### config.mk
export PLATFORM = sky130hd
export DESIGN_NAME = dvi_decoder
export DESIGN_NICKNAME = d
export VERILOG_FILES = /design/src/rtl/dvi_decoder.sv
export SDC_FILE = /design/constraint.sdc
export NUM_CORES = 1
export LEC_CHECK = 0
export ABC_AREA = 1
export BUFFER_PORTS_ARGS = -buffer_cell sky130_fd_sc_hd__buf_2
export CORE_ASPECT_RATIO = 0.6
export CORE_UTILIZATION = 40
export CTS_CLUSTER_SIZE = 8
export DETAILED_ROUTE_END_ITERATION = 10
export PLACE_DENSITY_LB_ADDON = 0.25
export REMOVE_ABC_BUFFERS = 1
export SLEW_MARGIN = 10
export SYNTH_ARGS = -nofsm -noshare
export SYNTH_HDL_FRONTEND = slang
export SYNTH_SLANG_ARGS = --single-unit
### constraint.sdc
create_clock -name pxclk -period 2.4 [get_ports pxclk]
set_clock_uncertainty 0.1 [all_clocks]
set_input_delay 0.6 -clock pxclk [delete_from_list [all_inputs] [get_ports pxclk]]
set_output_delay 0.6 -clock pxclk [all_outputs]
set_load 0.1 [all_outputs]
### src/rtl/dvi_decoder.sv
// -----------------------------------------------------------------------------
// dvi_decoder
//   Receive-side TMDS decoder for a three-channel DVI/HDMI link. Each channel
//   takes an already-deserialised 10-bit word per pixel clock, hunts for the
//   10-bit word boundary by looking for runs of control tokens at one bit
//   offset, then TMDS-decodes the aligned words. Channel 0 also carries
//   hsync/vsync in its control tokens.
//
// Optional feature macro: DVI_ERRCNT_EN
//   defined   -> err_count counts cycles in which any channel drops lock
//                (saturating at 16'hFFFF, cleared only by rst)
//   undefined -> err_count is tied to 0
//
// Ports
//   pxclk      in   pixel clock (only clock)
//   rst        in   synchronous active-high reset
//   data0..2   in   raw 10-bit words, channel 0 = blue, 1 = green, 2 = red;
//                   bit 0 is first on the wire
//   blue/green/red out 8  decoded pixel data (0 outside active video)
//   hsync/vsync    out 1  C0/C1 of the latest channel 0 control token
//   visible        out 1  data enable
//   lock           out 3  per-channel lock flag, bit n = channel n
//   locked         out 1  all channels locked
//   err_count      out 16 lock-loss event counter
//
// Latency: data in -> pixel outputs is two pxclk (alignment stage + output
// stage). lock/locked show the FSM state register directly.
// -----------------------------------------------------------------------------
module dvi_decoder #(
  parameter int unsigned CTRL_RUN     = 8,
  parameter int unsigned SEARCH_WORDS = 4096,
  parameter int unsigned LOSS_WORDS   = 4096
) (
  input  logic        pxclk,
  input  logic        rst,
  input  logic [9:0]  data0,
  input  logic [9:0]  data1,
  input  logic [9:0]  data2,
  output logic [7:0]  blue,
  output logic [7:0]  green,
  output logic [7:0]  red,
  output logic        hsync,
  output logic        vsync,
  output logic        visible,
  output logic [2:0]  lock,
  output logic        locked,
  output logic [15:0] err_count
);

  localparam int RW = 8;
  localparam int WW = $clog2(SEARCH_WORDS + 1);
  localparam int GW = $clog2(LOSS_WORDS + 1);

  typedef enum logic {HUNT = 1'b0, LOCKED = 1'b1} state_e;

  // {is_token, C1, C0} for an aligned word
  function automatic logic [2:0] tok_decode(input logic [9:0] q);
    logic [2:0] t;
    case (q)
      10'b1101010100: t = 3'b100;
      10'b0010101011: t = 3'b101;
      10'b0101010100: t = 3'b110;
      10'b1010101011: t = 3'b111;
      default:        t = 3'b000;
    endcase
    return t;
  endfunction

  function automatic logic is_token(input logic [9:0] q);
    logic [2:0] t;
    t = tok_decode(q);
    return t[2];
  endfunction

  // Undo the transmit-side transition minimisation and DC-balance inversion
  function automatic logic [7:0] tmds_dec(input logic [9:0] q);
    logic [7:0] qm;
    logic [7:0] d;
    qm   = q[9] ? ~q[7:0] : q[7:0];
    d[0] = qm[0];
    for (int i = 1; i < 8; i++) begin
      d[i] = q[8] ? (qm[i] ^ qm[i-1]) : ~(qm[i] ^ qm[i-1]);
    end
    return d;
  endfunction

  logic [2:0][9:0] raw_s;
  logic [2:0][9:0] aligned_s;
  logic [2:0]      lock_cur_s;
  logic [2:0]      lock_nxt_s;

  assign raw_s = {data2, data1, data0};

  for (genvar g = 0; g < 3; g++) begin : g_ch
    state_e          state_q, state_d;
    logic [3:0]      off_q, off_d;
    logic [RW-1:0]   run_q, run_d;
    logic [WW-1:0]   word_q, word_d;
    logic [GW-1:0]   gap_q, gap_d;
    logic [9:0]      prev_q;
    logic [19:0]     window_s;
    logic            tok_s;

    // Older word sits in the low half: bit 0 of prev arrived first
    assign window_s      = {raw_s[g], prev_q};
    assign aligned_s[g]  = window_s[off_q +: 10];
    assign tok_s         = is_token(aligned_s[g]);
    assign lock_cur_s[g] = (state_q == LOCKED);
    assign lock_nxt_s[g] = (state_d == LOCKED);

    // Alignment state register and previous-word history
    always_ff @(posedge pxclk) begin
      if (rst) begin
        state_q <= HUNT;
        off_q   <= 4'd0;
        run_q   <= '0;
        word_q  <= '0;
        gap_q   <= '0;
        prev_q  <= 10'd0;
      end else begin
        state_q <= state_d;
        off_q   <= off_d;
        run_q   <= run_d;
        word_q  <= word_d;
        gap_q   <= gap_d;
        prev_q  <= raw_s[g];
      end
    end

    // Hunt/lock next-state logic
    always_comb begin
      state_d = state_q;
      off_d   = off_q;
      run_d   = run_q;
      word_d  = word_q;
      gap_d   = gap_q;
      case (state_q)
        HUNT: begin
          run_d  = tok_s ? (run_q + RW'(1)) : RW'(0);
          word_d = word_q + WW'(1);
          // Lock is checked first so it wins over a simultaneous offset step
          if (run_d == RW'(CTRL_RUN)) begin
            state_d = LOCKED;
            run_d   = '0;
            word_d  = '0;
            gap_d   = '0;
          end else if (word_d == WW'(SEARCH_WORDS)) begin
            off_d  = (off_q == 4'd9) ? 4'd0 : (off_q + 4'd1);
            run_d  = '0;
            word_d = '0;
          end else begin
            state_d = HUNT;
          end
        end
        LOCKED: begin
          gap_d = tok_s ? GW'(0) : (gap_q + GW'(1));
          if (gap_d == GW'(LOSS_WORDS)) begin
            state_d = HUNT;
            gap_d   = '0;
            run_d   = '0;
            word_d  = '0;
          end else begin
            state_d = LOCKED;
          end
        end
        default: begin
          state_d = HUNT;
        end
      endcase
    end
  end

  logic [2:0][9:0] al_q;
  logic [7:0]      blue_q, green_q, red_q;
  logic            hsync_q, vsync_q, visible_q;
  logic [2:0]      tinfo_s;
  logic            all_lock_nxt_s;

  assign tinfo_s        = tok_decode(al_q[0]);
  // Gating on the next lock state keeps the pixel outputs and 'locked' in step
  assign all_lock_nxt_s = &lock_nxt_s;

  // Aligned-word pipeline stage
  always_ff @(posedge pxclk) begin
    if (rst) begin
      al_q <= '0;
    end else begin
      al_q <= aligned_s;
    end
  end

  // Pixel/sync output register
  always_ff @(posedge pxclk) begin
    if (rst) begin
      blue_q    <= 8'd0;
      green_q   <= 8'd0;
      red_q     <= 8'd0;
      hsync_q   <= 1'b0;
      vsync_q   <= 1'b0;
      visible_q <= 1'b0;
    end else if (!all_lock_nxt_s) begin
      blue_q    <= 8'd0;
      green_q   <= 8'd0;
      red_q     <= 8'd0;
      hsync_q   <= 1'b0;
      vsync_q   <= 1'b0;
      visible_q <= 1'b0;
    end else if (tinfo_s[2]) begin
      blue_q    <= 8'd0;
      green_q   <= 8'd0;
      red_q     <= 8'd0;
      hsync_q   <= tinfo_s[0];
      vsync_q   <= tinfo_s[1];
      visible_q <= 1'b0;
    end else begin
      // Sync levels hold through active video
      blue_q    <= tmds_dec(al_q[0]);
      green_q   <= tmds_dec(al_q[1]);
      red_q     <= tmds_dec(al_q[2]);
      visible_q <= 1'b1;
    end
  end

  assign blue    = blue_q;
  assign green   = green_q;
  assign red     = red_q;
  assign hsync   = hsync_q;
  assign vsync   = vsync_q;
  assign visible = visible_q;
  assign lock    = lock_cur_s;
  assign locked  = &lock_cur_s;

`ifdef DVI_ERRCNT_EN
  logic [15:0] err_q;
  logic        lost_any_s;

  // Several channels dropping together is one event
  assign lost_any_s = |(lock_cur_s & ~lock_nxt_s);

  // Saturating lock-loss counter
  always_ff @(posedge pxclk) begin
    if (rst) begin
      err_q <= 16'd0;
    end else if (lost_any_s && (err_q != 16'hFFFF)) begin
      err_q <= err_q + 16'd1;
    end else begin
      err_q <= err_q;
    end
  end

  assign err_count = err_q;
`else
  assign err_count = 16'd0;
`endif

endmodule

==> results.md <==
Floorplanning:
- The initial utilization of the core area, before any placement, comes to about 41%.
- The vertical extent of the die is approximately 140 um.
- between 70 and 80 I/O pins were placed.
- The number of rows created at floorplan is 49.
- The core outline area is 30,500 um^2.
- In this run the horizontal extent of the chip is 231 um.
- The die outline area is around 32,000 um^2.

Setup path:
- The worst setup path is captured at a flip-flop.
- The startpoint identified for the worst register-to-register timing path is g_ch[2].off_q[0].
- Traced cell by cell, the critical path runs through inv_8 -> buf_12 -> nand2_2 -> nand3_2 -> nand3_1 -> nand2_1 -> nand2_1 -> nand2_2 -> inv_2 -> nand2_2 -> nor2_4 -> nand3_4 -> nand2_4 -> buf_6 -> a21oi_2 -> nor2_2 -> nand3_2 -> nor2_2 -> nor2_4 -> nand3_4 -> buf_12 -> nor2_4.
- The worst setup path is of the flip-flop to flip-flop kind.
- Of all nets on the critical path, the largest fanout is 8.
- Data arrives at the worst endpoint at approximately 3300 ps.
- The critical path required time is roughly 2700 ps.
- The master of the slowest instance on the critical path is sky130_fd_sc_hd__dfxtp_4.
- The worst-case register-to-register setup slack is -560 ps.
- The critical path launch point type is a flip-flop.
- The largest single stage delay on the critical path is roughly 440 ps.
- The count of cells along the worst register-to-register path is 22.
- The reg-to-reg critical path endpoint is blue[3].

Hold path:
- For hold timing, the worst endpoint is g_ch[0].prev_q[4].
- The cell depth of the worst hold path is 3.
- The tightest min-delay check is of the input port to flip-flop type.
- The startpoint identified for the worst hold timing path is data0[4].

Clocking:
- The number of buffers created by CTS is 29.
- The root cell of the clock tree is sky130_fd_sc_hd__clkbuf_16.
- The H-tree depth is 1.
- The tree built by TritonCTS fans out to around 200 sinks.
- After clock tree synthesis, the clock-pin slew on the worst setup and hold paths is approximately 60 ps.
- The clock reaches the later pin of the worst-skew pair after roughly 540 ps.
- The clock passes through at most 3 buffers.
- The CTS tree is built.
- The hold buffer count at cts is 0.

Synthesis:
- In the synthesized netlist, the number of instances is slightly below 2,000.
- The simple-gate share of the synthesized area is between 30 and 40%.
- The number of warnings reported in the yosys synthesis log is 0.
- The mux share of post-synthesis cell area is 0%.
- The main combinational cell family by area after synthesis is simple AND/OR/NAND/NOR gates.
- The most used flip-flop cell after synthesis is sky130_fd_sc_hd__dfxtp_1.
- The area fraction in compound gates after synthesis is 8.09%.
- The register area share after synthesis is 32.4%.
- The post-synthesis cell type count is 45.
- In this run, synthesis produced a sequential element count of around 200.
- After Yosys synthesis, XOR and XNOR cells account for 7.16% of the synthesized area.
- The average instance in the mapped netlist occupies roughly 6.5 um^2.
- The adder-cell share of the synthesized area is 1.69%.
- After synthesis the cells add up to 12,600 um^2.
- The number of enable flip-flop cells after synthesis is 0.
- Counting flops with an async set or reset pin after synthesis yields a share of 0%.

Drt:
- In this run, the number of DRC markers left after iteration 0 of detailed routing was around 940.
- The number of antenna-violating nets in the routed design is 0.
- The final routed wire length divided by cell count is 13.9 um.
- The first detailed-routing pass took 5 iterations.
- The overall via count from detail_route is around 13,000.
- The average vias per placed instance is approximately 5.0.
- The final layout contains routed wiring with a total length of 36,600 um.
- The post-detailed-route DRC marker count is 0.

Layout:
- The antenna diode count is 0.
- The finished layout holds 2,637 standard cells, fillers aside.
- The layout-stage area growth over the synthesis result is 34.8%.
- The fraction of final layout cells sized beyond drive strength 1 is around 28%.
- The final net count is ~2,300.

Timing:
- The final hold slack is ~190 ps.
- Setup repair after global routing could not meet its margin everywhere.
- The final period utilization is 123%.
- The final count of hold timing violations is 0.
- Setup violations remaining at the end of the flow were counted as ~150.
- Based on the critical path, the design can be clocked at up to between 0.3 and 0.4 GHz.
- The smallest clock period supported by the final layout is computed as between 2000 and 3000 ps.
- The final max-slew violation count is 0.
- Setup slack on the critical path of the routed design comes to -561 ps.

Run status:
- The run finished, with violations left.
- The checks that failed: setup timing.

Flow run:
- Max-cap violations in this run came to 0.

Placed design:
- The final HPWL from detailed placement is ~26,000 um.
- At the placement stage, the worst setup path has a slack of -752 ps.
- Port buffering added 62 buffers.
- Once placement completed, the tool counted placed cells totaling 2,571.
- The final weighted congestion in routability-driven placement is 0.953.

Global route:
- The total congestion overflow after global routing is 0.
- The number of antenna violations at the first check in global routing came to 1.
- In this run the most used layer during global routing was met1.
- The number of global-route vias before repair was ~12,000.
- Entering global routing, the biggest net connects a little over 80 pins.
- The total routing resource utilization after global routing is approximately 22%.
- The met2 track utilization from global routing is a little under a third.
- Global routing consumed, on the met3 layer, around 3.6% of the routing resources.
- The global-route wire length before repair is about 59,000 um.
- In the global route stage, met1 resource usage came out at between 30% and 40%.

Pwr:
- The worst voltage drop across the vdd grid is 0.502 mV.
- Dividing total power by cell area gives a power density of approximately 460 nW/um^2.
- The analysis attributes to cell leakage a power of just under 8 nW.
-- how the worst max path moves through the flow --
stage | slack (ps) | endpoint | startpoint
finish | -560 | blue[3] | g_ch[2].off_q[0]
global route | -650 | red[1] | g_ch[1].off_q[0]
CTS | -420 | red[4] | g_ch[2].off_q[0]
detailed placement | -750 | red[4] | data2[2]
global placement | -710 | blue[3] | data2[2]
floorplan | -2270 | locked | g_ch[1].state_q
-- layout make-up --
class                   instances  area, um^2
clock inverters                 1        30.0
inverters                     230         893
repair buffers                345        2800
clock buffers                  29         726
fillers                      2821       13500
well taps                     408         510
flip-flops and latches        204        4110
multi-input cells            1420        7910
-- layout by cell type (no fill, tap or decap), types with 17 or more instances in the layout --
cell / n
sky130_fd_sc_hd__nand2_1: 422
sky130_fd_sc_hd__nand3_1: 262
sky130_fd_sc_hd__buf_4: 250
sky130_fd_sc_hd__inv_1: 207
sky130_fd_sc_hd__dfxtp_1: 196
sky130_fd_sc_hd__nor2_1: 161
sky130_fd_sc_hd__a21oi_1: 125
sky130_fd_sc_hd__xor2_1: 80
sky130_fd_sc_hd__nand2_2: 59
sky130_fd_sc_hd__buf_2: 59
sky130_fd_sc_hd__nand3_2: 50
sky130_fd_sc_hd__clkbuf_16: 34
sky130_fd_sc_hd__nand4_1: 32
sky130_fd_sc_hd__nor2_4: 25
sky130_fd_sc_hd__xnor2_1: 22
sky130_fd_sc_hd__nor3_1: 21
sky130_fd_sc_hd__nor2_2: 19
sky130_fd_sc_hd__buf_12: 18
sky130_fd_sc_hd__ha_1: 17
-- report_power, final --
part	switching, mW	internal, mW
Combinational	0.450	0.236
Clock	1.45	2.20
Sequential	0.0447	3.45
Total	1.95	5.89
-- worst max-delay path: cells and delay by family, from the launching register on --
| family | cells | cell delay (ps) |
|---|---|---|
| DFF | 1 | 440 |
| AOI/OAI and AO/OA | 1 | 30 |
| and+or+nand+nor | 16 | 1670 |
| buffers and inverters | 5 | 600 |
-- cell usage after synthesis, types with 17 or more instances --
master / n / area (um^2)
sky130_fd_sc_hd__nand3_1: 320 / 1600
sky130_fd_sc_hd__buf_4: 26 / 195
sky130_fd_sc_hd__inv_1: 215 / 807
sky130_fd_sc_hd__buf_2: 31 / 155
sky130_fd_sc_hd__ha_1: 17 / 213
sky130_fd_sc_hd__nor2_4: 22 / 248
sky130_fd_sc_hd__clkbuf_1: 32 / 120
sky130_fd_sc_hd__nor3_1: 23 / 115
sky130_fd_sc_hd__nor2_1: 179 / 672
sky130_fd_sc_hd__a21oi_1: 132 / 661
sky130_fd_sc_hd__nand4_1: 32 / 200
sky130_fd_sc_hd__nand2_1: 479 / 1800
sky130_fd_sc_hd__dfxtp_1: 204 / 4080
sky130_fd_sc_hd__xor2_1: 81 / 709
sky130_fd_sc_hd__xnor2_1: 22 / 193
sky130_fd_sc_hd__o21ai_0: 17 / 85.1
-- metrics by stage --
step | TNS [ps] | power (mW) | area [um^2] | utilization (%)
6_report | -46720 | 7.83 | 17000 | 55.7
5_1_grt | -68340 | 8.14 | 17000 | 55.7
4_1_cts | -33490 | 7.88 | 16200 | 53.1
3_5_place_dp | -78160 | 4.17 | 15000 | 49.3
3_3_place_gp | -72600 | 4.16 | 15000 | 49.3
2_1_floorplan | -88990 | 3.94 | 12100 | -
-- state kept, by name, indices dropped and copies added (netlist names), 8 cells and up --
register	count
g_ch.word_q	39
g_ch.gap_q	39
g_ch.run_q	24
g_ch.off_q	12
green	8
al_q	30
blue	8
red	8
g_ch.prev_q	30
-- cells by family (layout without fill, tap and decap cells) --
| kind of cell | Yosys count | in the layout |
|---|---|---|
| xor gates and xnor gates | 103 | 103 |
| and+or+nand+nor | 1100 | 1100 |
| DFF | 204 | 204 |
| AOI/OAI and AO/OA | 184 | 184 |
| adders and majority gates | 17 | 17 |
| other | 1 | 16 |
| buffers and inverters | 328 | 605 |
-- what timing repair did --
action / in CTS / in global routing
cloned: 0 / 7
setup buffers: 15 / 14
resized for setup: 83 / 144
endpoints found under the setup margin: 145 / 145
pin swaps: 13 / 40
-- metal layers --
metal | part of all wire, % | routed length, um
met2 | 41 | 14800
met3 | 6.8 | 2490
met5 | 0 | 0
met4 | 1.6 | 576
met1 | 51 | 18700
Power figures use the tool's default switching activity.
